### src/rtl/accel_pkg.sv
// Shared definitions for the accelerator input path: feeder FSM encoding,
// configuration register field offsets and default in-flight read depth.
package accel_pkg;

    // Feeder control states
    typedef enum logic [1:0] {
        ST_IDLE  = 2'd0,
        ST_RUN   = 2'd1,
        ST_DRAIN = 2'd2,
        ST_DONE  = 2'd3
    } feeder_state_e;

    // Field offsets inside the configuration registers
    localparam int SHAPE_W_LSB  = 0;   // inputshape[7:0]   : width
    localparam int SHAPE_H_LSB  = 8;   // inputshape[15:8]  : height
    localparam int KSIZE_LSB    = 0;   // kernelshape[3:0]  : kernel size
    localparam int STRIDE_LSB   = 16;  // kernelsize[19:16] : stride

    localparam int SHAPE_FIELD_W  = 8;
    localparam int KSIZE_FIELD_W  = 4;
    localparam int STRIDE_FIELD_W = 4;

    // Default number of reads allowed in flight to the input buffer
    localparam int DEF_MAX_OUTSTANDING = 8;

    // A programmed stride of zero behaves like a stride of one
    function automatic logic [STRIDE_FIELD_W-1:0] eff_stride(input logic [STRIDE_FIELD_W-1:0] s);
        return (s == '0) ? STRIDE_FIELD_W'(1) : s;
    endfunction

endpackage

### src/rtl/feeder_addr_gen.sv
// Kernel-line-ordered address generator for the input feature map.
// Walks col 0..W-1, then kernel line 0..K-1, then row by stride S, and
// presents base + (row + kl)*W + col together with a flag marking the
// final address of the stream. Each step pulse advances one position.
module feeder_addr_gen
    import accel_pkg::*;
#(
    parameter int ADDR_WIDTH = 32
) (
    input  logic                      clk,
    input  logic                      rst_n,
    input  logic                      clear,
    input  logic                      step,
    input  logic [SHAPE_FIELD_W-1:0]  width,
    input  logic [SHAPE_FIELD_W-1:0]  height,
    input  logic [KSIZE_FIELD_W-1:0]  ksize,
    input  logic [STRIDE_FIELD_W-1:0] stride,
    input  logic [ADDR_WIDTH-1:0]     base,
    output logic [ADDR_WIDTH-1:0]     addr,
    output logic                      last,
    output logic [KSIZE_FIELD_W-1:0]  kline
);

    logic [SHAPE_FIELD_W-1:0]  col;
    logic [SHAPE_FIELD_W-1:0]  row;
    logic [KSIZE_FIELD_W-1:0]  kl;
    logic [STRIDE_FIELD_W-1:0] stride_eff;

    logic                      col_wrap;
    logic                      kl_wrap;
    logic                      row_end;
    logic [SHAPE_FIELD_W:0]    row_next_ext;
    logic [SHAPE_FIELD_W:0]    row_limit;
    logic [ADDR_WIDTH-1:0]     line_idx;

    assign stride_eff = eff_stride(stride);

    assign col_wrap = (col == width - SHAPE_FIELD_W'(1));
    assign kl_wrap  = (kl == ksize - KSIZE_FIELD_W'(1));

    // One extra bit so row + S cannot overflow before the compare. The
    // limit H - K is only meaningful for K <= H; the top level never
    // steps this block otherwise.
    assign row_next_ext = {1'b0, row} + (SHAPE_FIELD_W + 1)'(stride_eff);
    assign row_limit    = {1'b0, height} - (SHAPE_FIELD_W + 1)'(ksize);
    assign row_end      = (row_next_ext > row_limit);

    assign last  = col_wrap & kl_wrap & row_end;
    assign kline = kl;

    // Address math at full address width, wrapping modulo 2^ADDR_WIDTH
    assign line_idx = ADDR_WIDTH'(row) + ADDR_WIDTH'(kl);
    assign addr     = base + line_idx * ADDR_WIDTH'(width) + ADDR_WIDTH'(col);

    // Advance col, then kernel line, then row by stride on each step
    always_ff @(posedge clk or negedge rst_n) begin
        if (!rst_n) begin
            col <= '0;
            kl  <= '0;
            row <= '0;
        end else if (clear) begin
            col <= '0;
            kl  <= '0;
            row <= '0;
        end else if (step) begin
            if (col_wrap) begin
                col <= '0;
                if (kl_wrap) begin
                    kl  <= '0;
                    row <= row_next_ext[SHAPE_FIELD_W-1:0];
                end else begin
                    kl <= kl + KSIZE_FIELD_W'(1);
                end
            end else begin
                col <= col + SHAPE_FIELD_W'(1);
            end
        end
    end

endmodule

### src/rtl/input_data_feeder.sv
// Responder for the conv2d engine's input-pixel requests. Each accepted
// request issues one registered read to the input buffer; returned words
// are passed straight back as o_data/o_data_vld while a stream is active.
// Reads in flight are capped at MAX_OUTSTANDING, with a single pending
// slot so a request arriving at the cap is issued once a slot frees.
// Optional debug visibility is built when INPUT_DATA_FEEDER_DBG_EN is
// defined; otherwise the debug outputs are tied to zero.
module input_data_feeder
    import accel_pkg::*;
#(
    parameter int BIT_WIDTH       = 8,
    parameter int NUM_CHANNEL     = 3,
    parameter int ADDR_WIDTH      = 32,
    parameter int DATA_WIDTH      = 32,
    parameter int REG_WIDTH       = 32,
    parameter int MAX_OUTSTANDING = DEF_MAX_OUTSTANDING
) (
    input  logic                             clk,
    input  logic                             rst_n,
    input  logic [REG_WIDTH-1:0]             i_conf_ctrl,
    input  logic [REG_WIDTH-1:0]             i_conf_inputshape,
    input  logic [REG_WIDTH-1:0]             i_conf_kernelshape,
    input  logic [REG_WIDTH-1:0]             i_conf_kernelsize,
    input  logic [ADDR_WIDTH-1:0]            i_conf_inbase,
    input  logic                             i_data_req,
    input  logic                             i_data_end,
    output logic [BIT_WIDTH*NUM_CHANNEL-1:0] o_data,
    output logic                             o_data_vld,
    output logic [ADDR_WIDTH-1:0]            mem_radd,
    output logic                             mem_rden,
    input  logic [DATA_WIDTH-1:0]            mem_odat,
    input  logic                             mem_ovld,
    output logic                             o_done,
    output logic [REG_WIDTH-1:0]             o_dbg_knlinex_cnt,
    output logic [REG_WIDTH-1:0]             o_dbg_addr_reg
);

    localparam int PIX_W = BIT_WIDTH * NUM_CHANNEL;
    localparam int CNT_W = $clog2(MAX_OUTSTANDING) + 1;
    localparam logic [CNT_W-1:0] MAX_CNT = CNT_W'(MAX_OUTSTANDING);

    localparam logic [1:0] IDLE  = ST_IDLE;
    localparam logic [1:0] RUN   = ST_RUN;
    localparam logic [1:0] DRAIN = ST_DRAIN;
    localparam logic [1:0] DONE  = ST_DONE;

    logic [1:0]                state;
    logic [1:0]                state_next;

    logic                      enable;
    logic [SHAPE_FIELD_W-1:0]  cfg_width;
    logic [SHAPE_FIELD_W-1:0]  cfg_height;
    logic [KSIZE_FIELD_W-1:0]  cfg_ksize;
    logic [STRIDE_FIELD_W-1:0] cfg_stride;
    logic                      degenerate;

    logic                      active;
    logic                      in_run;
    logic                      ovld_gated;
    logic                      slot_free;
    logic                      issue;
    logic                      retire;
    logic                      start;

    logic [CNT_W-1:0]          outstanding;
    logic                      pending;
    logic                      pending_next;

    logic [ADDR_WIDTH-1:0]     gen_addr;
    logic                      gen_last;
    logic [KSIZE_FIELD_W-1:0]  gen_kline;

    logic                      unused_bits;

    assign enable     = i_conf_ctrl[0];
    assign cfg_width  = i_conf_inputshape[SHAPE_W_LSB +: SHAPE_FIELD_W];
    assign cfg_height = i_conf_inputshape[SHAPE_H_LSB +: SHAPE_FIELD_W];
    assign cfg_ksize  = i_conf_kernelshape[KSIZE_LSB +: KSIZE_FIELD_W];
    assign cfg_stride = i_conf_kernelsize[STRIDE_LSB +: STRIDE_FIELD_W];

    // A kernel taller than the map, an empty row or a zero kernel yields no reads
    assign degenerate = (SHAPE_FIELD_W'(cfg_ksize) > cfg_height) ||
                        (cfg_width == '0) || (cfg_ksize == '0);

    assign in_run = (state == RUN);
    assign active = (state == RUN) || (state == DRAIN);
    assign start  = (state == IDLE) && enable;

    // Return path: memory data is only forwarded while a stream is live
    assign ovld_gated = mem_ovld & active;
    assign o_data_vld = ovld_gated;
    assign o_data     = active ? mem_odat[PIX_W-1:0] : '0;

    // A return in this cycle frees a slot for an issue in the same cycle
    assign slot_free = (outstanding != MAX_CNT) || ovld_gated;
    assign issue     = in_run && !degenerate && (i_data_req || pending) && slot_free;
    assign retire    = ovld_gated && (outstanding != '0);

    feeder_addr_gen #(
        .ADDR_WIDTH (ADDR_WIDTH)
    ) u_addr_gen (
        .clk    (clk),
        .rst_n  (rst_n),
        .clear  (start),
        .step   (issue),
        .width  (cfg_width),
        .height (cfg_height),
        .ksize  (cfg_ksize),
        .stride (cfg_stride),
        .base   (i_conf_inbase),
        .addr   (gen_addr),
        .last   (gen_last),
        .kline  (gen_kline)
    );

    // Next-state decode for the stream control FSM
    always_comb begin
        state_next = state;
        case (state)
            IDLE: begin
                if (enable) state_next = RUN;
            end
            RUN: begin
                if (degenerate || (issue && gen_last) || i_data_end) state_next = DRAIN;
            end
            DRAIN: begin
                if (outstanding == '0) state_next = DONE;
            end
            DONE: begin
                if (!enable) state_next = IDLE;
            end
            default: state_next = IDLE;
        endcase
    end

    // Pending slot: holds one request that could not issue; dropped when leaving RUN
    always_comb begin
        pending_next = 1'b0;
        if (in_run && (state_next == RUN)) begin
            if (issue) pending_next = pending && i_data_req;
            else       pending_next = pending || i_data_req;
        end
    end

    // FSM state, pending flag and stream-complete flag
    always_ff @(posedge clk or negedge rst_n) begin
        if (!rst_n) begin
            state   <= IDLE;
            pending <= 1'b0;
            o_done  <= 1'b0;
        end else begin
            state   <= state_next;
            pending <= pending_next;
            o_done  <= (state_next == DONE);
        end
    end

    // Reads in flight: up on issue, down on a gated return
    always_ff @(posedge clk or negedge rst_n) begin
        if (!rst_n) begin
            outstanding <= '0;
        end else begin
            case ({issue, retire})
                2'b10:   outstanding <= outstanding + CNT_W'(1);
                2'b01:   outstanding <= outstanding - CNT_W'(1);
                default: outstanding <= outstanding;
            endcase
        end
    end

    // Registered read strobe; the address holds the most recent issue
    always_ff @(posedge clk or negedge rst_n) begin
        if (!rst_n) begin
            mem_rden <= 1'b0;
            mem_radd <= '0;
        end else begin
            mem_rden <= issue;
            if (issue) mem_radd <= gen_addr;
        end
    end

`ifdef INPUT_DATA_FEEDER_DBG_EN
    logic [REG_WIDTH-1:0] dbg_addr;

    // Capture the address of every issued read for debug readout
    always_ff @(posedge clk or negedge rst_n) begin
        if (!rst_n) begin
            dbg_addr <= '0;
        end else if (issue) begin
            dbg_addr <= REG_WIDTH'(gen_addr);
        end
    end

    assign o_dbg_knlinex_cnt = REG_WIDTH'(gen_kline);
    assign o_dbg_addr_reg    = dbg_addr;
`else
    assign o_dbg_knlinex_cnt = '0;
    assign o_dbg_addr_reg    = '0;
`endif

    // Register bits outside the decoded fields are intentionally ignored
    assign unused_bits = ^{i_conf_ctrl, i_conf_inputshape, i_conf_kernelshape,
                           i_conf_kernelsize, mem_odat, gen_kline};

endmodule

### config.mk
export PLATFORM = sky130hd
export DESIGN_NAME = input_data_feeder
export DESIGN_NICKNAME = d
export VERILOG_FILES = /design/src/rtl/accel_pkg.sv /design/src/rtl/feeder_addr_gen.sv /design/src/rtl/input_data_feeder.sv
export SDC_FILE = /design/constraint.sdc
export NUM_CORES = 1
export LEC_CHECK = 0
export BUFFER_PORTS_ARGS = -buffer_cell sky130_fd_sc_hd__buf_2
export CELL_PAD_IN_SITES_DETAIL_PLACEMENT = 0
export CELL_PAD_IN_SITES_GLOBAL_PLACEMENT = 1
export CORE_UTILIZATION = 40
export CTS_CLUSTER_DIAMETER = 200
export DETAILED_ROUTE_END_ITERATION = 12
export PLACE_DENSITY = 0.86
export SLEW_MARGIN = 20
export SYNTH_ARGS = -nofsm -noshare
export SYNTH_HDL_FRONTEND = slang
export SYNTH_SLANG_ARGS = --single-unit
### constraint.sdc
create_clock -name clk -period 17.5 [get_ports clk]
set_input_delay 2.625 -clock clk [delete_from_list [all_inputs] [get_ports clk]]
set_output_delay 2.625 -clock clk [all_outputs]
set_load 0.05 [all_outputs]
==> results of run 1 <==
registers in the layout, indices dropped and copies added (netlist names):
| register | count |
|---|---|
| mem_rden | 1 |
| o_done | 1 |
| outstanding | 4 |
| u_addr_gen.kline | 4 |
| u_addr_gen.row | 8 |
| u_addr_gen.col | 8 |
| state | 2 |
| mem_radd | 32 |
| pending | 1 |
worst min-delay path by stage:
stage	to	slack (ps)	cells after the start
floorplan	outstanding[3]	460	1
global placement	mem_radd[2]	460	2
detailed placement	mem_radd[2]	460	2
CTS	mem_radd[2]	480	2
global route	mem_radd[9]	500	2
finish	mem_radd[10]	470	2
per-layer routing:
metal	vias up	GRT usage, %	share of wire, %
li1	3327	-	-
met1	3231	23.5	44
met2	202	30.1	49
met3	18	3.20	5.2
met4	0	5.05	1.4
met5	-	0	0
worst register-to-register path: cells and delay by family, from the launching register on:
kind                     cells  cell delay, ps
buffers and inverters        5             260
AND/OR/NAND/NOR              4             520
adder cells (fa/ha/maj)      8            3330
XOR/XNOR                     1             470
flip-flops                   1             450
AO/OA/AOI/OAI                7            2110
cell families after synthesis:
family	share of synthesized area [%]
AOI/OAI and AO/OA	13.3
xor gates and xnor gates	5.60
adders and majority gates	30.1
buffers and inverters	12.0
DFF	18.4
muxes	0.982
other	0.0453
and+or+nand+nor	19.4
metrics by stage:
stage          hold WS [ps]  power, uW
6_report                470        950
5_1_grt                 499       1010
4_1_cts                 475        961
3_5_place_dp            462        793
3_3_place_gp            457        786
2_1_floorplan           464        678
cell usage in the layout (no fill, tap or decap), types with 3 or more instances in the layout:
master	synthesis	routed
or3_1	10	10
xor2_1	22	22
inv_1	99	99
mux2i_1	7	7
nor2_1	43	43
and2_1	68	68
buf_4	66	3
xnor2_1	31	31
nand4_1	5	5
o211ai_1	9	9
nand2b_1	11	11
and3_1	12	12
a211oi_1	9	9
nand3_1	13	13
clkbuf_16	0	9
fa_1	66	66
nor3_1	11	11
a311oi_1	8	8
a31oi_1	19	19
or4_1	3	3
buf_2	7	144
or2_2	3	3
a21oi_1	40	40
conb_1	1	64
o21ai_0	36	36
nand2_1	81	81
dfrtp_1	61	61
nor2b_1	12	12
ha_1	94	94
nor4_1	7	7
o21bai_1	5	5
o21ai_1	4	4
o2111ai_1	5	5
o21a_1	4	4
a21o_1	11	11
power by group through the flow:
stage,Sequential [uW],Clock [uW],Combinational [uW]
after floorplan,343,0,335
after global placement,222,0,563
after detailed placement,223,0,570
after CTS,221,168,572
after global routing,227,175,612
final,220,165,565
cells in the mapped netlist, types with 22 or more instances:
library cell / count
inv_1: 99
ha_1: 94
xnor2_1: 31
a21oi_1: 40
buf_4: 66
o21ai_0: 36
clkbuf_1: 22
dfrtp_1: 61
fa_1: 66
xor2_1: 22
and2_1: 68
nand2_1: 81
nor2_1: 43
area by class of cell:
type | count | area share [%]
multi-input combinational | 752 | 64.8
sequential | 61 | 16.5
timing repair buffer | 147 | 8.03
inverter | 101 | 4.10
tap | 270 | 3.65
clock buffer | 12 | 2.77
clock inverter | 2 | 0.108
antenna | 1 | 0.0270
==> metrics.txt, run 1 <==
status=finished clean; DR DRC count=0; Multi-input gate area=0.00600 sq mm; CP Capture Point=mem_radd[24]; fin util=45.6%; Die X=146 um; Setup Crit Path Kind=input pin to register; Non-Filler Instances=1346; Die Ht=146 um; final net count=1429; worst min path class=register to register; critical register-to-register path startpoint=u_addr_gen.kline[0]; measured slew at the worst slew-check pin=829 ps; Synth area leaders=dfrtp_1 18%, fa_1 16%, ha_1 14%; Synth area leader=dfrtp_1; initial core utilization=40.8%; post-route cell area=0.00926 sq mm; final setup violating endpoints=0; Yosys reg bits=61; CTS tree=done; post-CTS resize count=0; critical path arrival=7950 ps; Worst setup startpoint=i_conf_inputshape[4]; most used cell, CP=fa_1; filler instances=2018; core area=0.0203 sq mm; Clock transition at path regs=50 ps; synth warn=0; setup slack, reg-to-reg=10260 ps; area fraction of the dominant cell type after synthesis=18.4%; setup tns final=0 ps; Crit path required time=17740 ps; sequential area share after synthesis=18.4%; mean post-synth cell area=8.75 sq um; vias per std cell=5.04; critical path depth in cells=18; fin worst setup slack=9790 ps; sequential power share=23.1%; Max Slew Vio Count=0; Synth Cell Area=0.00829 sq mm; Worst Skew=4.95 ps; power share of the clock group=17.4%; Hold Vio Cnt, Final=0; CP startpoint kind=input pin; share of total power in combinational logic=59.5%; Worst Setup End Kind=register; HP Start=mem_radd[10]; minimum clock period=7710 ps; highest clock rate=130 MHz; crit path max fanout=14; Leakage=0.00489 uW; clk sinks=61; setup bufs post-CTS=0; number of global-route vias before repair=6252; Rel. slew slack=44.0%; Post-synth EDFFs=0; FF/Latch Area=0.00153 sq mm; Routed Wire Length=18.5 mm; clk buf depth=2; largest net degree at the start of global routing=63; clock root buffer=clkbuf_16; slowest cell on the critical path=a221oi_2; Final ANT Viol Nets=0; die area=0.0213 sq mm; CTS Buf Count=9; Distinct cells, synth=70; MaxCap Viol Count=0; VDD IR max=0.0000829 V; area grow syn2layout=11.7%; Final period util=44.1%; pwr dens=103 mW/mm^2; worst-skew pair later-pin latency=340 ps; overall routing resource usage=17.9%; sw power=513 uW; RR Endpoint=mem_radd[24]; ys async rst share=100%; Port Buffer Count=144; CP Cell Sequence=buf_2, nand2_1, fa_1, fa_1, inv_1, fa_1, fa_1, inv_1, fa_1, inv_1, ha_1, a21oi_1, o211ai_1, nand2_1, o21ai_1, a221oi_2, nor4_1, a311oi_1; Sw Ratio=54.0%; wire per inst=13.8 um; CP top delay family=adder cells; slowest stage delay, CP=780 ps; Post-Syn Instances=947; CP bufs+invs=4; FP Rows=52; fraction of layout cells with a size suffix above 1=16.7%; depth of the most critical reg-to-reg path=25; GRT overflow=0; routed vias=6778; Placer Congestion=0.837; post-placement worst setup slack=9440 ps; placed cells=1331; Main synth FF type=dfrtp_1; number of I/O pins=320; Initial DRC Count=262; placed instance area=0.00899 sq mm; Pre-Repair DR Iteration Count=5; Hold-fix buffers, CTS=0; first-pass GRT wire length=30.6 mm; H-tree lvl count=3; RSZ-0062 raised after global routing=no; antenna violations before repair=1; P_int=437 uW; post-DP HPWL=15.0 mm
Power figures use the tool's default switching activity.
==> inputs of run 2 (changes only) <==
ABC_AREA = 1   (was default)
CORE_UTILIZATION = 36   (was 40)
PLACE_DENSITY = 0.81   (was 0.86)
clock period = 7.4 ns   (was 17.5 ns; I/O delays follow)
==> metrics.txt, run 2 <==
status=finished clean; Final ANT Viol Nets=0 (unchanged); post-CTS resize count=0 (unchanged); clk sinks=61 (unchanged); Synth area leaders=dfrtp_1 18%, fa_1 16%, ha_1 14%; most used cell, CP=fa_1; overall routing resource usage=17.5% (-0.41 points); fin worst setup slack=698 ps (-9090 ps); HP Start=mem_radd[29]; worst-skew pair later-pin latency=340 ps (about the same); Diodes inserted=0 (-1); Synth area leader=dfrtp_1; synth warn=0 (unchanged); mean post-synth cell area=7.44 sq um (-15%); Multi-input gate area=0.00572 sq mm (-4.6%); most common cell in the netlist=nand2_1; Reg with most FFs=mem_radd; DR DRC count=0 (unchanged); clock root buffer=clkbuf_16; RSZ-0062 raised after global routing=no; post-DP HPWL=17.0 mm (+13%); max reg flops=32 (unchanged); Setup Crit Path Kind=register to register; Crit path required time=7590 ps (-10150 ps); Worst Hold Path EP=mem_radd[29]; crit path max fanout=6 (-8); clk buf depth=2 (unchanged); critical register-to-register path startpoint=u_addr_gen.kline[1]; Largest regs=mem_radd x32, u_addr_gen.col x8, u_addr_gen.row x8; H-tree lvl count=3 (unchanged); setup slack, reg-to-reg=700 ps (-9560 ps); wire per inst=12.9 um (-6.4%); most frequent cells in the layout=252 x nand2_1, 193 x inv_1, 144 x buf_2, 101 x nor2_1, 94 x ha_1; largest net degree at the start of global routing=63 (unchanged); setup bufs post-CTS=0 (unchanged); Worst Skew=12.6 ps (+7.60 ps); synth cell count leaders=252 x nand2_1, 193 x inv_1, 101 x nor2_1; final net count=1616 (+13%); Non-Filler Instances=1549 (+15%); core area=0.0227 sq mm (+12%); CP startpoint kind=register; Post-synth EDFFs=0 (unchanged); Main synth FF type=dfrtp_1; Pre-Repair DR Iteration Count=5 (unchanged); Hold Vio Cnt, Final=0 (unchanged); die area=0.0238 sq mm (+12%); Max Slew Vio Count=0 (unchanged); area grow syn2layout=12.7%; Rel. slew slack=43.1% (-0.89 points); FP Rows=55 (+5.8%); highest clock rate=149 MHz; Hold-fix buffers, CTS=0 (unchanged); vias per std cell=4.62 (-8.3%); Die Ht=154 um (+5.7%); FF/Latch Area=0.00153 sq mm (unchanged); Distinct cells, synth=48 (-31%); Synth Cell Area=0.00834 sq mm (+0.63%); Worst Hold Depth=2 (unchanged); measured slew at the worst slew-check pin=854 ps (+24.2 ps); fraction of layout cells with a size suffix above 1=14.9% (-1.8 points); routed vias=7153 (+5.5%); depth of the most critical reg-to-reg path=25 (unchanged); Initial DRC Count=285 (+8.8%); placed cells=1533 (+15%); Port Buffer Count=144 (unchanged); Worst Setup End Kind=register; most common cell after layout, fill and taps aside=nand2_1; slowest stage delay, CP=560 ps (-220 ps); final setup violating endpoints=0 (unchanged); number of global-route vias before repair=6881 (+10%); worst min path class=register to register; MaxCap Viol Count=0 (unchanged); ys async rst share=100% (unchanged); number of I/O pins=320 (unchanged); antenna violations before repair=0 (-1); hold_ws=473 ps (+2.29 ps); first-pass GRT wire length=33.4 mm (+9.2%); critical path arrival=6900 ps (-1050 ps); Placer Congestion=0.899 (+7.4%); setup tns final=0 ps (unchanged); slowest cell on the critical path=fa_1; initial core utilization=36.7% (-4.1 points); Final period util=90.6%; Yosys reg bits=61 (unchanged); RR Endpoint=mem_radd[27]; Clock transition at path regs=60 ps (about the same); minimum clock period=6700 ps; Routed Wire Length=20.0 mm (+7.8%); filler instances=2341 (+16%); CTS tree=done; Die X=154 um (+5.7%); area fraction of the dominant cell type after synthesis=18.3% (-0.12 points); GRT overflow=0 (unchanged); CTS Buf Count=9 (unchanged); sequential area share after synthesis=18.3% (-0.12 points); Post-Syn Instances=1121 (+18%); post-placement worst setup slack=770 ps (-8670 ps)
run 2: changes by cell type after synthesis, moves of 12 or more:
cell and delta:
nand3_1 +29, o21ai_0 +20, and2_1 -66, nor2_1 +58
nor2b_1 -12, nand2_1 +171, and3_1 -12, xnor2_1 -18
clkbuf_1 -13, inv_1 +94, a31oi_1 -13
run 2: cell type report:
class                   instances  area share, %
multi-input cells             843           60.9
repair buffers                146           7.83
flip-flops and latches         61           16.2
clock inverters                 5          0.626
well taps                     285           3.80
inverters                     198           7.91
clock buffers                  11           2.69
run 2: through the flow:
stage | utilization (%) | area (sq um)
6_report | 41.4 | 9400
5_1_grt | 41.4 | 9400
4_1_cts | 41.4 | 9400
3_5_place_dp | 40.0 | 9080
3_3_place_gp | 40.0 | 9080
2_1_floorplan | - | 8570
run 2: per-layer routing:
layer	wire (um)	up-vias	share of wire, %	track usage [%]
met2	9230	206	46	29.3
met5	0	-	0	0
met1	9460	3285	47	23.5
met4	280	0	1.4	4.95
li1	-	3648	-	-
met3	988	14	5.0	2.49
run 2: critical path, delay by kind of cell, from the launching register on:
kind / cells / cell delay (ps)
buffers and inverters: 4 / 330
AND/OR/NAND/NOR: 9 / 1430
adder cells (fa/ha/maj): 7 / 3180
flip-flops: 1 / 450
AO/OA/AOI/OAI: 3 / 500
XOR/XNOR: 2 / 660
run 2: cells by family (layout without fill, tap and decap cells):
group | after synthesis | after routing | synth area share [%]
AO/OA/AOI/OAI | 128 | 128 | 8.48
other | 1 | 64 | 0.0450
AND/OR/NAND/NOR | 448 | 448 | 22.8
XOR/XNOR | 43 | 43 | 4.52
buffers and inverters | 280 | 360 | 15.9
adder cells (fa/ha/maj) | 160 | 160 | 30.0
flip-flops | 61 | 61 | 18.3
run 2: worst max-delay path by stage:
| stage | endpoint | from | cells past startpoint |
|---|---|---|---|
| finish | mem_radd[27] | u_addr_gen.kline[1] | 25 |
| global route | mem_radd[18] | u_addr_gen.kline[0] | 26 |
| CTS | mem_radd[27] | u_addr_gen.kline[0] | 24 |
| detailed placement | mem_radd[25] | u_addr_gen.kline[0] | 27 |
| global placement | mem_radd[27] | u_addr_gen.kline[1] | 25 |
| floorplan | mem_radd[24] | u_addr_gen.kline[0] | 27 |
Power of run 2 is left out: the tool's default activity adds up to more than one toggle a clock period on the data nets, which glitch-free logic cannot reach.
